### config.mk
export PLATFORM = sky130hd
export DESIGN_NAME = mem_access_ctrl
export DESIGN_NICKNAME = d
export VERILOG_FILES = /design/src/rtl/mem_access_ctrl_pkg.sv /design/src/rtl/mem_access_ctrl_dff.sv /design/src/rtl/mem_access_ctrl_timeout_cnt.sv /design/src/rtl/mem_access_ctrl.sv
export SDC_FILE = /design/constraint.sdc
export NUM_CORES = 1
export LEC_CHECK = 0
export ABC_CLOCK_PERIOD_IN_PS = 3430
export BUFFER_PORTS_ARGS = -buffer_cell sky130_fd_sc_hd__buf_2
export CAP_MARGIN = 20
export CORE_AREA = 2 2 84 86
export CTS_CLUSTER_DIAMETER = 120
export DETAILED_ROUTE_END_ITERATION = 10
export DIE_AREA = 0 0 86 88
export PLACE_DENSITY = 0.66
export SYNTH_ARGS = -nofsm -noshare
export SYNTH_HDL_FRONTEND = slang
export SYNTH_SLANG_ARGS = --single-unit
### constraint.sdc
create_clock -name clk -period 3.43 [get_ports clk]
set_clock_uncertainty 0.2 [all_clocks]
set_input_delay 0.5145 -clock clk [delete_from_list [all_inputs] [get_ports clk]]
set_output_delay 0.5145 -clock clk [all_outputs]
set_load 0.02 [all_outputs]
### src/rtl/mem_access_ctrl_pkg.sv
// ---------------------------------------------------------------------------
// mem_access_ctrl_pkg
//   Shared definitions for the memory-stage controller of the 5-stage
//   pipeline: default widths, FSM state encodings, RegSrc encodings and a
//   small helper that classifies an access as illegal.
// ---------------------------------------------------------------------------
package mem_access_ctrl_pkg;

  // Default datapath widths.
  localparam int DATA_W_DEF  = 16;
  localparam int WREG_W_DEF  = 3;
  localparam int TIMEOUT_DEF = 63;

  // Controller state encodings (2 bits, kept as plain constants so older
  // tooling and waveform scripts see stable values).
  localparam logic [1:0] ST_IDLE = 2'd0;
  localparam logic [1:0] ST_BUSY = 2'd1;
  localparam logic [1:0] ST_ERR  = 2'd2;

  // Write-back source select carried through to MEM/WB.
  localparam logic [1:0] RS_ALU = 2'd0;
  localparam logic [1:0] RS_MEM = 2'd1;
  localparam logic [1:0] RS_PC  = 2'd2;
  localparam logic [1:0] RS_B   = 2'd3;

  // An access is illegal when it targets an odd byte address or when the
  // decoder asked for a load and a store at the same time.
  function automatic logic bad_access(input logic addr_lsb,
                                      input logic is_rd,
                                      input logic is_wr);
    return addr_lsb | (is_rd & is_wr);
  endfunction

endpackage

### src/rtl/mem_access_ctrl_dff.sv
// ---------------------------------------------------------------------------
// mem_access_ctrl_dff
//   Generic D flip-flop cell with asynchronous active-low reset to a
//   parameterised value. Used for the controller state register.
// Ports
//   clk    in   clock, rising edge
//   rst_n  in   async active-low reset
//   i_d    in   W  next value
//   o_q    out  W  registered value
// ---------------------------------------------------------------------------
module mem_access_ctrl_dff #(
  parameter int           W       = 1,
  parameter logic [W-1:0] RST_VAL = '0
) (
  input  logic         clk,
  input  logic         rst_n,
  input  logic [W-1:0] i_d,
  output logic [W-1:0] o_q
);

  logic [W-1:0] r_q;

  // NOTE: sequential state uses non-blocking assignment so every flop
  // samples its inputs before any of them update in the same edge.
  always_ff @(posedge clk or negedge rst_n) begin
    if (!rst_n) r_q <= RST_VAL;
    else        r_q <= i_d;
  end

  assign o_q = r_q;

endmodule

### src/rtl/mem_access_ctrl_timeout_cnt.sv
// ---------------------------------------------------------------------------
// mem_timeout_cnt
//   Clearable, enabled, saturating up-counter with an expiry flag. Counts
//   the cycles the controller spends waiting for the data memory.
// Ports
//   clk       in   clock, rising edge
//   rst_n     in   async active-low reset (count -> 0)
//   i_clr     in   synchronous clear (wins over i_en)
//   i_en      in   count this cycle
//   o_expire  out  this enabled cycle brings the count to MAX
// ---------------------------------------------------------------------------
module mem_timeout_cnt #(
  parameter int MAX = 63
) (
  input  logic clk,
  input  logic rst_n,
  input  logic i_clr,
  input  logic i_en,
  output logic o_expire
);

  localparam int               CNT_W  = $clog2(MAX + 1);
  localparam logic [CNT_W-1:0] MAX_V  = CNT_W'(MAX);
  localparam logic [CNT_W-1:0] LAST_V = CNT_W'(MAX - 1);

  logic [CNT_W-1:0] r_cnt;

  // Saturates at MAX so a stuck enable can never wrap back to a small count.
  always_ff @(posedge clk or negedge rst_n) begin
    if (!rst_n)                       r_cnt <= '0;
    else if (i_clr)                   r_cnt <= '0;
    else if (i_en && r_cnt != MAX_V)  r_cnt <= r_cnt + 1'b1;
  end

  // Flag the cycle whose increment reaches MAX, so the owner can leave on
  // the same edge instead of spending one extra cycle waiting.
  assign o_expire = i_en && (r_cnt >= LAST_V);

endmodule

### src/rtl/mem_access_ctrl.sv
// ---------------------------------------------------------------------------
// mem_access_ctrl
//   Memory-stage controller between EX/MEM and MEM/WB. Issues one load or
//   store at a time to a multi-cycle data memory, freezes the upstream
//   pipeline while the access is pending, and hands read data plus the
//   EX/MEM passthrough fields to MEM/WB. Misaligned or contradictory
//   accesses, memory-reported errors and timeouts lock the controller into
//   a sticky error state that only reset clears.
// Ports
//   clk, rst_n                     clock / async active-low reset
//   in_valid                       EX/MEM holds a real instruction
//   MemRead_in, MemWrite_in        load / store request
//   addr_in, wdata_in              effective address / store data
//   alu_in, pc_in, Binput_in,
//   RegSrc_in, RegWrt_in, wreg_in  fields passed straight to MEM/WB
//   mem_en, mem_wr, mem_addr,
//   mem_wdata                      request to the data memory
//   mem_rdata, mem_done, mem_err   response from the data memory
//   MemRead_out                    load data (0 for non-loads)
//   alu_out .. wreg_out            passthrough to MEM/WB
//   out_valid                      MEM/WB may capture this cycle
//   stall_out                      freeze PC, IF/ID, ID/EX, EX/MEM
//   err_out                        sticky error
// ---------------------------------------------------------------------------
module mem_access_ctrl
  import mem_access_ctrl_pkg::*;
#(
  parameter int DATA_W  = DATA_W_DEF,
  parameter int WREG_W  = WREG_W_DEF,
  parameter int TIMEOUT = TIMEOUT_DEF
) (
  input  logic              clk,
  input  logic              rst_n,
  input  logic              in_valid,
  input  logic              MemRead_in,
  input  logic              MemWrite_in,
  input  logic [DATA_W-1:0] addr_in,
  input  logic [DATA_W-1:0] wdata_in,
  input  logic [DATA_W-1:0] alu_in,
  input  logic [DATA_W-1:0] pc_in,
  input  logic [DATA_W-1:0] Binput_in,
  input  logic [1:0]        RegSrc_in,
  input  logic              RegWrt_in,
  input  logic [WREG_W-1:0] wreg_in,
  output logic              mem_en,
  output logic              mem_wr,
  output logic [DATA_W-1:0] mem_addr,
  output logic [DATA_W-1:0] mem_wdata,
  input  logic [DATA_W-1:0] mem_rdata,
  input  logic              mem_done,
  input  logic              mem_err,
  output logic [DATA_W-1:0] MemRead_out,
  output logic [DATA_W-1:0] alu_out,
  output logic [DATA_W-1:0] pc_out,
  output logic [DATA_W-1:0] Binput_out,
  output logic [1:0]        RegSrc_out,
  output logic              RegWrt_out,
  output logic [WREG_W-1:0] wreg_out,
  output logic              out_valid,
  output logic              stall_out,
  output logic              err_out
);

  logic [1:0] w_state;
  logic [1:0] w_state_nxt;
  logic       w_mem_op;
  logic       w_bad;
  logic       w_issue;
  logic       w_rd_sel;
  logic       w_cnt_clr;
  logic       w_cnt_en;
  logic       w_expire;

  mem_access_ctrl_dff #(
    .W       (2),
    .RST_VAL (ST_IDLE)
  ) u_state_reg (
    .clk   (clk),
    .rst_n (rst_n),
    .i_d   (w_state_nxt),
    .o_q   (w_state)
  );

  mem_timeout_cnt #(
    .MAX (TIMEOUT)
  ) u_timeout (
    .clk      (clk),
    .rst_n    (rst_n),
    .i_clr    (w_cnt_clr),
    .i_en     (w_cnt_en),
    .o_expire (w_expire)
  );

  assign w_mem_op = in_valid & (MemRead_in | MemWrite_in);
  assign w_bad    = bad_access(addr_in[0], MemRead_in, MemWrite_in);

  // NOTE: every signal written here gets a default first, so no path
  // through the case leaves one unassigned and no latch is inferred.
  always_comb begin
    w_state_nxt = w_state;
    w_issue     = 1'b0;
    w_rd_sel    = 1'b0;
    w_cnt_clr   = 1'b0;
    w_cnt_en    = 1'b0;
    out_valid   = 1'b0;
    stall_out   = 1'b0;

    case (w_state)
      ST_IDLE: begin
        if (!w_mem_op) begin
          out_valid = in_valid;
        end else if (w_bad) begin
          // Illegal access never reaches the memory.
          stall_out   = 1'b1;
          w_state_nxt = ST_ERR;
        end else begin
          w_issue = 1'b1;
          if (mem_err) begin
            // Error outranks a same-cycle completion.
            stall_out   = 1'b1;
            w_state_nxt = ST_ERR;
          end else if (mem_done) begin
            // Hit in the issue cycle: no added latency.
            out_valid = 1'b1;
            w_rd_sel  = MemRead_in;
          end else begin
            stall_out   = 1'b1;
            w_cnt_clr   = 1'b1;
            w_state_nxt = ST_BUSY;
          end
        end
      end

      ST_BUSY: begin
        w_cnt_en = 1'b1;
        if (mem_err) begin
          stall_out   = 1'b1;
          w_state_nxt = ST_ERR;
        end else if (mem_done) begin
          // EX/MEM is frozen, so MemRead_in still describes this access.
          out_valid   = 1'b1;
          w_rd_sel    = MemRead_in;
          w_state_nxt = ST_IDLE;
        end else if (w_expire) begin
          stall_out   = 1'b1;
          w_state_nxt = ST_ERR;
        end else begin
          stall_out = 1'b1;
        end
      end

      ST_ERR: begin
        stall_out = 1'b1;
      end

      default: begin
        // Unreachable encoding: fail safe into the error state.
        stall_out   = 1'b1;
        w_state_nxt = ST_ERR;
      end
    endcase
  end

  // Memory request.
  assign mem_en    = w_issue;
  assign mem_wr    = w_issue & MemWrite_in;
  assign mem_addr  = addr_in;
  assign mem_wdata = wdata_in;

  // MEM/WB side.
  assign MemRead_out = w_rd_sel ? mem_rdata : '0;
  assign alu_out     = alu_in;
  assign pc_out      = pc_in;
  assign Binput_out  = Binput_in;
  assign RegSrc_out  = RegSrc_in;
  assign RegWrt_out  = RegWrt_in;
  assign wreg_out    = wreg_in;

  assign err_out = (w_state == ST_ERR);

endmodule

# [After elaboration in Yosys (flattened, before gate mapping)]
# Index checks and enable logic that the tools add are counted.
[op_classes] add_sub_neg=1 order_cmp=1 eq_ne=6 muxes=34 bitwise=6 n_reduce_logical=5
[ops] cell="$mux 1" n=20
[ops] cell="$mux 16" n=1
[ops] cell="$mux 2" n=7
[ops] cell="$mux 6" n=2
[ops] cell="$add 6x1->6 const B" n=1
[ops] cell="$ge 6x6->1 const B" n=1
[ops] cell="$ne 6x6->1 const B" n=1
[ops] cell="$pmux 1 s2" n=3
[ops] cell="$pmux 2 s3" n=1
[ops] cell="$ne 4x3->1 const B" n=1
[ops] cell="$ne 4x4->1 const B" n=1
[ops] cell="$reduce_and 4->1" n=1
[ops] cell="$and 1x1->1" n=3
[ops] cell="$eq 2x1->1 const B" n=1
[ops] cell="$eq 2x2->1 const B" n=1
[ops] cell="$logic_and 1x1->1" n=2
[ops] cell="$logic_not 2->1" n=1
[ops] cell="$ne 2x2->1 const B" n=1
[ops] cell="$or 1x1->1" n=2
[ops] cell="$reduce_bool 2->1" n=1
[ops] cell="$not 1->1" n=1
[totals] reg_bits=8 inputBits=109 out_inout_bits=107 word_cells=55

# [Longest topological paths before layout]
[logic_depth] depth_word=7 depth_mapped=6 mapped_depth_nobuf=6

# [By module]
# From an unflattened synthesis, not the netlist that was laid out.
[unflattened] cells_unflattened=180 hier_area_um2=1415.1
[modules_own_cells] mod="mem_access_ctrl" instances=1 cells_each=135 area_each_um2=952.2 seq_area_each_um2=0.0
[modules_own_cells] mod="mem_timeout_cnt" instances=1 cells_each=43 area_each_um2=412.9 seq_area_each_um2=150.1
[modules_own_cells] mod="mem_access_ctrl_dff" instances=1 cells_each=2 area_each_um2=50.0 seq_area_each_um2=50.0

# [Worst setup path before layout]
# No wires, ideal clock.
[synth_path] path_type="input-to-output" from="input MemRead_in" to="output MemRead_out[10]" t_arrival_ps=1411 required_ps=2715 slack_ps=1305 stages=5 n_path_buf=1 cell_sequence="xnor2_2 nor2_1 o2111a_2 clkbuf_2 and2_2"
[synth_via] elab_chain_cells=6 word_cells_on_any_way=10 cone_classes="mux: 6; bitwise: 4"
[synth_rtl] element="from (decl)" line_no="mem_access_ctrl.sv:35" rtl="input logic MemRead_in,"
[synth_rtl] element="$mux 1 / $and 1x1->1 (equally long branches)" line_no="mem_access_ctrl.sv:122, mem_access_ctrl.sv:139, mem_access_ctrl_pkg.sv:31"
[synth_rtl] element="$mux 1 / $or 1x1->1 (equally long branches)" line_no="mem_access_ctrl.sv:136, mem_access_ctrl_pkg.sv:31"
[synth_rtl] element="$mux 1" line_no="mem_access_ctrl.sv:112" rtl="end else if (w_bad) begin"
[synth_rtl] element="$mux 1" line_no="mem_access_ctrl.sv:110" rtl="if (!w_mem_op) begin"
[synth_rtl] element="$pmux 1 s2 (*)" line_no="mem_access_ctrl.sv:108" rtl="case (w_state)"
[synth_rtl] element="$mux 16 (*)" line_no="mem_access_ctrl.sv:171" rtl="assign MemRead_out = w_rd_sel ? mem_rdata : '0;"
[synth_rtl] element="to (decl)" line_no="mem_access_ctrl.sv:52" rtl="output logic [DATA_W-1:0] MemRead_out,"
# Mark *: on every way between the ends. The rest lies on a longest branch, timed or not.

# [Worst setup path in the final report]
[layout_path] from="input mem_done" to="output MemRead_out[8]"
[layout_via] elab_chain_cells=6
[layout_rtl] element="from (decl)" line_no="mem_access_ctrl.sv:50" rtl="input logic mem_done,"
[layout_rtl] element="$mux 1 (*)" line_no="mem_access_ctrl.sv:122, mem_access_ctrl.sv:139"
[layout_rtl] element="$mux 1 (*)" line_no="mem_access_ctrl.sv:136" rtl="if (mem_err) begin"
[layout_rtl] element="$mux 1" line_no="mem_access_ctrl.sv:112"
[layout_rtl] element="$mux 1" line_no="mem_access_ctrl.sv:110"
[layout_rtl] element="$pmux 1 s2 (*)" line_no="mem_access_ctrl.sv:108"
[layout_rtl] element="$mux 16 (*)" line_no="mem_access_ctrl.sv:171"
# Marks and branches as above.

==> flow_summary.ini <==
[hold_path]
hp-class = in2reg

[global_routing]
grt-ovfl-total = 0
antenna_found_initial = 0
grt_max_degree = 17
grt_util_all_layers_pct = 6.32
grt_pass1_vias = 844
grt_first_pass_wirelength_mm = 3.76

[setup_path]
cpMaxStageDelayCell = o2111a_2
crit_arrival_ns = 1.67
worstPathRequired_ns = 2.72
crit_chain = buf_2, nor2b_1, o2111a_2, and2_2, buf_2
slowest_delay_ns = 0.40
startpoint_type = primary input
r2r_slack_ns = 1.78
crit_top_cell = buf_2
endpoint_kind = primary output
crit_path_max_fanout = 16
path_class = in2out

[detailed_routing]
drc = 0
wl_per_cell_um = 12.0
wl_met1_um = 917
wirelength_mm = 2.50
dr_wl_met2_mm = 1.08
highest_layer = met4
drtIter0Drc = 8
wl_met3_um = 318
vias = 850
ant_nets = 0
firstDrtPassIters = 2
vias_per_cell = 4.09

[synthesis]
ys_types = 29
synthCells = 167
ys_ff_latch = 8
yosysWarnings = 0
synthesis.nets = 278
ys_seq_area_share_pct = 14.5
avgSynthCellArea_um2 = 8.25
synth_area_um2 = 1380

[floorplan]
die-area_um2 = 7570
dieWidth_um = 86
start_util_pct = 20.7
row_count = 30
die_h_um = 88
coreArea_um2 = 6640
ios = 216

[cts]
cts.sinks = 8
cts.repair.resized = 0
clk_path_buf_depth = 2
cts_tree = done
cts_root_buffer = clkbuf_8
htree_levels = 1
post_cts_buffers = 0
clock_latency_ns = 0.23
path_clk_slew_ns = 0.04
cts_inserted_buffers = 3

[sta]
post-route-min-period_ns = 2.39
tightest_slew_ns = 0.348
finalCritPeriodShare_pct = 69.6
finalSetupViolCount = 0
max_freq_mhz = 419
maxSlewViolCount = 0
rsz0062_at_grt = no
setup_slack_ns = 1.04
slew_headroom_pct = 76.8
finalHoldViolCount = 0
setup_tns_ns = 0
whs_ns = 0.317

[power]
power_density_nw_per_um2 = 224
clkPwrFrac_pct = 46.0
p_int_mw = 0.189
swShare_pct = 23.1
comb_power_share_pct = 14.1
total_leakage_power_nw = 0.519
power.switching_mw = 0.0568
pwr-share-seq_pct = 39.9
vdd_drop_max_uv = 91.7
power_mw = 0.246

[cells_and_area]
fin_nets = 241
layout.cells.non_filler = 208
post-route-cell-area_um2 = 1100
final_cell_mix = buf_2, and2_2, nor2_1, dfrtp_1
drive_gt1_share_pct = 53.9
area_growth_pct = -20.4
final_common_cell = buf_2
diodes = 0
nFillCells = 738
final_util_pct = 16.5

[flow_run]
maxCapViolCount = 0

[placement]
place_ws_ns = 1.04
port_buffers = 45
gp_congestion = 0.752
dp_hpwl_mm = 2.05
postPlaceCellArea_um2 = 1040
dpl.cell_count = 204

[status]
status = finished, final reports clean
-- synthesized netlist by cell type (all sizes together) --
cell type | n | area, µm²
o21a | 1 | 7.51
buf | 87 | 653
xnor2 | 4 | 42.6
dfrtp | 8 | 200
nor3b | 1 | 18.8
nor2 | 8 | 30.0
ha | 2 | 25.0
and2b | 1 | 7.51
o2111a | 1 | 12.5
o21ai | 4 | 20.0
nand2b | 2 | 12.5
nor2b | 2 | 12.5
inv | 4 | 15.0
o211ai | 1 | 7.51
clkbuf | 1 | 5.00
a21oi | 4 | 20.0
and2 | 18 | 133
nand3 | 1 | 5.00
and4 | 2 | 17.5
a211oi | 4 | 30.0
mux2i | 1 | 10.0
a2111oi | 1 | 27.5
nand4 | 2 | 12.5
nor4 | 1 | 21.3
nor3 | 3 | 15.0
a2bb2oi | 1 | 8.76
nand2 | 2 | 7.51
-- routing by layer --
metal	vias up	GRT usage [%]
met3	21	3.39
met2	78	9.65
li1	380	-
met4	0	5.77
met5	-	0
met1	371	6.18
-- area by class of cell --
class                      instances  area (µm²)  share of cell area (%)
clock buffer                       3        41.3                    3.77
inverter                           4        15.0                    1.37
tap                               80         100                    9.13
sequential                         8         200                    18.3
timing repair buffer              46         235                    21.5
multi-input combinational         67         504                    46.0
-- critical path: cells and delay by family --
family | cells | cell delay [ns]
AND/OR/NAND/NOR | 2 | 0.45
AO/OA/AOI/OAI | 1 | 0.40
buffers and inverters | 2 | 0.30
-- kinds of logic (layout without fill, tap and decap cells) --
kind of cell	count (synthesis)	after routing	synth area share (%)
flip-flops	8	8	14.5
multiplexers	1	1	0.727
XOR/XNOR	4	4	3.09
AND/OR/NAND/NOR	43	43	21.3
AO/OA/AOI/OAI	17	17	9.72
buffers and inverters	92	53	48.9
adder cells (fa/ha/maj)	2	2	1.82
-- worst paths after layout --
kind | from | endpoint | depth (start not counted)
hold reg to reg | u_timeout.r_cnt[4] | u_timeout.r_cnt[4] | 2
max in group asynchronous | rst_n | u_timeout.r_cnt[1] | 2
setup / recovery | mem_done | MemRead_out[8] | 5
hold / removal | mem_err | u_state_reg.o_q[0] | 2
min in group asynchronous | rst_n | u_timeout.r_cnt[4] | 2
setup reg to reg | u_state_reg.o_q[0] | u_timeout.r_cnt[2] | 3
-- sequential cells by signal (all words and copies together), names as in the netlist --
name and count:
u_state_reg.o_q 2, u_timeout.r_cnt 6
-- power groups by stage --
| stage | Combinational, mW | Sequential, mW | Clock [mW] |
|---|---|---|---|
| finish | 0.0347 | 0.0980 | 0.113 |
| global route | 0.0381 | 0.0981 | 0.125 |
| CTS | 0.0351 | 0.0979 | 0.118 |
| detailed placement | 0.0340 | 0.0992 | 0 |
| global placement | 0.0334 | 0.0992 | 0 |
| floorplan | 0.160 | 0.0988 | 0 |
-- what timing repair did --
item,4_1_cts,5_1_grt
hold endpoints to repair,8,0
hold buffers,1,0
setup endpoints to repair,0,0
Note: power is estimated with default switching activity, not from simulation.
